### src/rtl/usb_rx_pkg.sv
// Shared types for the USB 1.1 receive path: receive-buffer FSM states and the
// PID-class codes reported by the RX on rx_packet.
package usb_rx_pkg;

    typedef enum logic [1:0] {
        IDLE  = 2'd0,
        RECV  = 2'd1,
        DRAIN = 2'd2
    } buf_state_t;

    localparam logic [3:0] RX_PKT_NONE  = 4'd0;
    localparam logic [3:0] RX_PKT_OUT   = 4'd1;
    localparam logic [3:0] RX_PKT_IN    = 4'd2;
    localparam logic [3:0] RX_PKT_SETUP = 4'd3;
    localparam logic [3:0] RX_PKT_DATA0 = 4'd4;
    localparam logic [3:0] RX_PKT_DATA1 = 4'd5;
    localparam logic [3:0] RX_PKT_ACK   = 4'd6;
    localparam logic [3:0] RX_PKT_NAK   = 4'd7;
    localparam logic [3:0] RX_PKT_STALL = 4'd8;

endpackage

### src/rtl/usb_rx_buf_mem.sv
// DEPTH x 8 byte store with synchronous write and a registered read port whose
// output holds its value between reads.
module usb_rx_buf_mem #(
    parameter int DEPTH  = 64,
    parameter int ADDR_W = $clog2(DEPTH)
) (
    input  logic              clk,
    input  logic              n_rst,
    input  logic              wr_en,
    input  logic [ADDR_W-1:0] wr_addr,
    input  logic [7:0]        wr_data,
    input  logic              rd_en,
    input  logic [ADDR_W-1:0] rd_addr,
    output logic [7:0]        rd_data
);

    logic [7:0] mem [DEPTH];

    // NOTE: the array is deliberately left out of reset so it maps onto RAM; only the
    // read register is reset, and the pointers guarantee stale bytes are never served.
    always_ff @(posedge clk) begin
        if (wr_en) begin
            mem[wr_addr] <= wr_data;
        end
    end

    // NOTE: state is updated with <= so every register samples pre-edge values.
    always_ff @(posedge clk) begin
        if (!n_rst) begin
            rd_data <= 8'h00;
        end else if (rd_en) begin
            rd_data <= mem[rd_addr];
        end
    end

endmodule

### src/rtl/usb_rx_data_buffer.sv
// Receive-side packet buffer: bytes land speculatively behind wr_ptr, become
// readable only when the packet ends cleanly, and are rolled back otherwise.
module usb_rx_data_buffer
    import usb_rx_pkg::*;
#(
    parameter int DEPTH  = 64,
    parameter int ADDR_W = $clog2(DEPTH)
) (
    input  logic            clk,
    input  logic            n_rst,
    input  logic [7:0]      rx_packet_data,
    input  logic            store_rx_packet_data,
    input  logic [3:0]      rx_packet,
    input  logic            rx_transfer_active,
    input  logic            rx_data_ready,
    input  logic            rx_error,
    input  logic            flush,
    input  logic            read_req,
    output logic [7:0]      read_data,
    output logic            read_valid,
    output logic [ADDR_W:0] occupancy,
    output logic            buffer_empty,
    output logic            buffer_full,
    output logic            pkt_done,
    output logic            pkt_dropped,
    output logic [3:0]      last_pid,
    output logic            overflow
);

    localparam logic [ADDR_W:0] DEPTH_CNT = (ADDR_W + 1)'(DEPTH);

    buf_state_t      state;
    logic [ADDR_W:0] wr_ptr, commit_ptr, rd_ptr;
    logic [ADDR_W:0] total;
    logic            drain_cnt;
    logic            pkt_bad;
    logic            rd_fire, wr_fire, ovf_hit, end_ok, end_bad;

    // Extra pointer bit distinguishes a full buffer from an empty one.
    assign occupancy    = commit_ptr - rd_ptr;
    assign total        = wr_ptr - rd_ptr;
    assign buffer_empty = (occupancy == '0);
    assign buffer_full  = (total == DEPTH_CNT);

    // NOTE: every signal gets a default first so no path leaves a latch behind.
    always_comb begin
        rd_fire = read_req && !buffer_empty;
        wr_fire = 1'b0;
        ovf_hit = 1'b0;
        end_ok  = 1'b0;
        end_bad = 1'b0;
        if (state != IDLE) begin
            if (rx_data_ready) begin
                end_ok  = !pkt_bad;
                end_bad = pkt_bad;
            end else if (rx_error) begin
                end_bad = 1'b1;
            end else if (state == DRAIN && drain_cnt) begin
                end_bad = 1'b1;
            end else if (state == RECV && store_rx_packet_data) begin
                wr_fire = !buffer_full;
                ovf_hit = buffer_full;
            end
        end
    end

    usb_rx_buf_mem #(
        .DEPTH  (DEPTH),
        .ADDR_W (ADDR_W)
    ) u_mem (
        .clk     (clk),
        .n_rst   (n_rst),
        .wr_en   (wr_fire && !flush),
        .wr_addr (wr_ptr[ADDR_W-1:0]),
        .wr_data (rx_packet_data),
        .rd_en   (rd_fire && !flush),
        .rd_addr (rd_ptr[ADDR_W-1:0]),
        .rd_data (read_data)
    );

    always_ff @(posedge clk) begin
        if (!n_rst) begin
            state       <= IDLE;
            wr_ptr      <= '0;
            commit_ptr  <= '0;
            rd_ptr      <= '0;
            drain_cnt   <= 1'b0;
            pkt_bad     <= 1'b0;
            read_valid  <= 1'b0;
            pkt_done    <= 1'b0;
            pkt_dropped <= 1'b0;
            last_pid    <= 4'd0;
            overflow    <= 1'b0;
        end else begin
            read_valid  <= 1'b0;
            pkt_done    <= 1'b0;
            pkt_dropped <= 1'b0;
            if (flush) begin
                state      <= IDLE;
                wr_ptr     <= '0;
                commit_ptr <= '0;
                rd_ptr     <= '0;
                pkt_bad    <= 1'b0;
                overflow   <= 1'b0;
            end else begin
                if (rd_fire) begin
                    rd_ptr     <= rd_ptr + 1'b1;
                    read_valid <= 1'b1;
                end
                if (wr_fire) begin
                    wr_ptr <= wr_ptr + 1'b1;
                end
                if (ovf_hit) begin
                    overflow <= 1'b1;
                    pkt_bad  <= 1'b1;
                end
                if (end_ok) begin
                    commit_ptr <= wr_ptr;
                    last_pid   <= rx_packet;
                    pkt_done   <= 1'b1;
                end
                if (end_bad) begin
                    wr_ptr      <= commit_ptr;
                    pkt_dropped <= 1'b1;
                end
                case (state)
                    IDLE: begin
                        if (rx_transfer_active) begin
                            state   <= RECV;
                            pkt_bad <= 1'b0;
                        end
                    end
                    RECV: begin
                        if (end_ok || end_bad) begin
                            state <= IDLE;
                        end else if (!rx_transfer_active) begin
                            state     <= DRAIN;
                            drain_cnt <= 1'b0;
                        end
                    end
                    DRAIN: begin
                        // End-of-packet pulse may trail the active flag by up to two cycles.
                        if (end_ok || end_bad) begin
                            state <= IDLE;
                        end else begin
                            drain_cnt <= 1'b1;
                        end
                    end
                    default: state <= IDLE;
                endcase
            end
        end
    end

endmodule

### config.mk
export PLATFORM = sky130hd
export DESIGN_NAME = usb_rx_data_buffer
export DESIGN_NICKNAME = d
export VERILOG_FILES = /design/src/rtl/usb_rx_pkg.sv /design/src/rtl/usb_rx_buf_mem.sv /design/src/rtl/usb_rx_data_buffer.sv
export SDC_FILE = /design/constraint.sdc
export NUM_CORES = 1
export LEC_CHECK = 0
export ABC_AREA = 1
export CAP_MARGIN = 20
export CORE_UTILIZATION = 45
export DETAILED_ROUTE_END_ITERATION = 6
export PLACE_DENSITY = 0.67
export SLEW_MARGIN = 0
export SYNTH_ARGS = -nofsm -noshare
export SYNTH_HDL_FRONTEND = slang
export SYNTH_SLANG_ARGS = --single-unit
### constraint.sdc
create_clock -name clk -period 4.32 [get_ports clk]
set_input_delay 1.296 -clock clk [delete_from_list [all_inputs] [get_ports clk]]
set_output_delay 1.296 -clock clk [all_outputs]
set_load 0.01 [all_outputs]
==> key figures <==
Status
  • Status: complete, no violations

Yosys
  • Synth Instances: 2460
  • Synth warn: 0
  • Post-synthesis register bit count: 553
  • Mapped Area: about 0.024 mm^2
  • Synth unique cells: 34
  • Mapped Avg Cell Area: 9.87 um^2
  • Syn_nets: 2495
  • Post-synthesis sequential area ratio: 0.667

Timing
  • Setup TNS: 0 ns
  • Clk_skew: 0.0199 ns
  • Fmax: 242 MHz
  • Max-slew violations: 0
  • Post-route worst setup slack: just under 0.2 ns
  • Final setup viols: 0
  • RSZ-0062 raised after global routing: no
  • Tcrit/Tclk final: 0.955
  • Max_slew headroom: 0.251
  • Final hold vios: 0
  • Fin crit period: just over 4 ns
  • Slew @ Worst Pin: 1.12 ns

Drt
  • Iteration-0 DRC Markers: ~1900
  • WL final: just over 60 mm
  • Final ANT Viol Nets: 0
  • Via-per-instance ratio: 5.21
  • Vias: 16871
  • Routed wire length per instance: between 15 and 20 um
  • DR pass1 iterations: 7
  • DR DRC count: 0

Pwr
  • P_sw: between 2000 and 3000 uW
  • Int Power: 8970 uW
  • Worst VDD drop: 383 uV
  • Flop pwr share: 0.506
  • Pwr Density: 424 mW/mm^2
  • Clk pwr share: 0.419
  • Logic gate share of total power: 0.074
  • Sw frac: 0.226
  • Leakage power total: 0.0110 uW

Place
  • Routability cong.: slightly above 0.9
  • Port Buffers: 44
  • DP HPWL: 36.9 mm
  • Pre-CTS setup slack: 0.111 ns

Worst setup path
  • Worst EP arrival: 2.83 ns
  • Worst Setup Start Kind: flip-flop
  • Slowest CP cell: fa_1
  • CP Class: reg -> out
  • CP Launch Point: commit_ptr[0]$_SDFFE_PP0P_
  • Crit Reg-Reg Startpoint: rd_ptr[4]$_SDFFE_PP0P_
  • CP peak stage delay: 0.52 ns
  • Max FO, Critical Path: 3
  • Worst Path Required: 3.02 ns
  • Critical path, cell by cell: inv_1 > ha_1 > fa_1 > nand2_1 > nor2_1 > nand3_1 > nor2_1 > nand3_2 > inv_1 > clkdlybuf4s50_1
  • Critical Path Sink Type: output port

Die
  • Die X: 234 um
  • Die area: around 0.055 mm^2
  • I/O pins: 45
  • DIE HEIGHT: 234 um
  • Core area: between 0.05 and 0.06 mm^2
  • Initial Utilization: 0.459
  • Row cnt: 84

Job
  • Max-Cap Viols: 0

Final layout
  • Final net count: 2539
  • Share of cells above drive strength 1: 0.0683
  • # fillers: 4659
  • Layout area overhead: 12.4%
  • Antenna cells: 0

Worst hold path
  • Min-delay src: overflow$_SDFFE_PP0P_
  • Worst Hold Class: reg -> reg

GRT
  • Gr usage total: 0.225
  • First-pass GRT wire length: roughly 93 mm
  • Vias in the first global route: 16577
  • Grt total ovfl: 0
  • Initial antenna violation count: 1
  • Largest net degree at the start of global routing: 201

Clock tree
  • Max Root-Sink Buffers: 3
  • Clk_lat worst skew: 0.62 ns
  • CTS tree: yes
  • Clock-pin slew on the worst setup and hold paths: 0.06 ns
  • Total CTS buffers: 54
  • CTS Sinks: 553
  • H-tree depth: 2
  • Root buffer cell: clkbuf_16
-- cells in the mapped netlist, drive strengths merged --
cell type  instances  area share
a211oi             1     0.00031
a21o               1     0.00031
a21oi             42      0.0087
buf               72       0.017
clkbuf            38      0.0059
clkinv             3     0.00046
dfxtp             41       0.034
edfxtp           512        0.63
fa                 1     0.00082
ha                14      0.0072
inv              310       0.048
nand2            767        0.12
nand3            268       0.056
nand4              2     0.00051
nor2             259       0.041
nor3              12      0.0025
o211ai             1     0.00031
o21ai             91       0.019
o21bai             1     0.00031
o22ai              1     0.00026
o31ai              1     0.00031
or2                9      0.0023
or4                1     0.00031
xnor2              5      0.0018
xor2               7      0.0025
-- state kept, by name, indices dropped and copies added (netlist names), 2 cells and up --
register,cells
commit_ptr,7
last_pid,4
rd_ptr,7
state,2
u_mem.mem,512
u_mem.rd_data,8
wr_ptr,7
-- area by class of cell --
type / count / area [um^2] / share of cell area
flip-flops and latches: 553 / 16200 / 0.593
multi-input cells: 1484 / 6370 / 0.233
clock buffers: 67 / 1530 / 0.0559
inverters: 313 / 1180 / 0.0433
well taps: 688 / 861 / 0.0315
repair buffers: 98 / 843 / 0.0309
clock inverters: 33 / 325 / 0.0119
-- per-stage QoR --
stage,instances,util,hold WS [ns],total power (uW),instance area (um^2)
finish,3236,0.516,0.455,11600,27300
global route,3236,0.516,0.471,11900,27300
CTS,3235,0.515,0.462,11700,27300
detailed placement,3135,0.481,0.452,6830,25500
global placement,3135,0.481,0.445,6820,25500
floorplan,2460,-,0.440,6500,24300
-- worst paths after layout --
kind | endpoint | slack, ns | depth (start not counted)
worst min register to register | overflow$_SDFFE_PP0P_ | 0.46 | 2
worst max register to register | u_mem.mem[2][0]$_DFFE_PP_ | 0.79 | 11
worst max-delay path | buffer_empty | 0.20 | 10
worst min-delay path | overflow$_SDFFE_PP0P_ | 0.46 | 2
-- worst max-delay path, delay by kind of cell (launching register included) --
family	cells	cell delay, ns
adders and majority gates	2	0.75
buffers and inverters	3	0.63
and+or+nand+nor	5	0.50
DFF	1	0.34
-- power groups by stage --
| stage | Sequential [uW] | Combinational [uW] | Clock [uW] |
|---|---|---|---|
| after floorplan | 5980 | 517 | 0 |
| after global placement | 5980 | 846 | 0 |
| after detailed placement | 5980 | 853 | 0 |
| after CTS | 5860 | 858 | 4930 |
| after global routing | 5860 | 952 | 5130 |
| final | 5860 | 861 | 4860 |
-- cell usage in the layout, fill, tap and decap left out, types with 2 or more instances in the layout --
cell             count
clkinvlp_4           6
xnor2_1              5
nand4_1              2
nand2_1            765
clkinv_1             8
nor3_1              12
clkbuf_8             2
buf_12               3
inv_2                3
edfxtp_1           512
clkbuf_1             6
nand3_1            266
nand3_2              2
clkdlybuf4s50_1     36
dfxtp_1             38
buf_4               51
clkinv_2            13
nor2_1             256
o21ai_0             90
a21oi_1             42
inv_1              306
bufinv_16            6
clkbuf_16           59
ha_1                14
nor2_4               2
inv_4                3
xor2_1               7
or2_2                9
nand2_2              2
dfxtp_4              2
buf_2                8
-- metal layers --
| layer | part of all wire | up-vias | global-route usage | routed length (um) |
|---|---|---|---|---|
| met1 | 0.41 | 7951 | 0.297 | 25000 |
| met3 | 0.070 | 151 | 0.0305 | 4200 |
| met5 | 0.00020 | - | 0 | 12 |
| met4 | 0.039 | 2 | 0.102 | 2390 |
| met2 | 0.48 | 678 | 0.369 | 28800 |
| li1 | - | 8089 | - | - |
-- logic make-up (layout without fill, tap and decap cells) --
| family | Yosys count | count (layout) | share of synthesized area |
|---|---|---|---|
| compound gates | 139 | 139 | 0.0292 |
| xor+xnor | 12 | 12 | 0.00433 |
| fa+ha+maj | 15 | 15 | 0.00804 |
| buf+inv | 423 | 511 | 0.0711 |
| flops | 553 | 553 | 0.667 |
| simple gates | 1318 | 1318 | 0.221 |
-- what timing repair did --
| action | CTS | global route |
|---|---|---|
| endpoints found under the setup margin | 0 | 2 |
| gates resized for setup | 0 | 1 |
| hold buffers | 0 | 0 |
| setup buffers | 0 | 1 |
(Power assumes the default switching activity.)
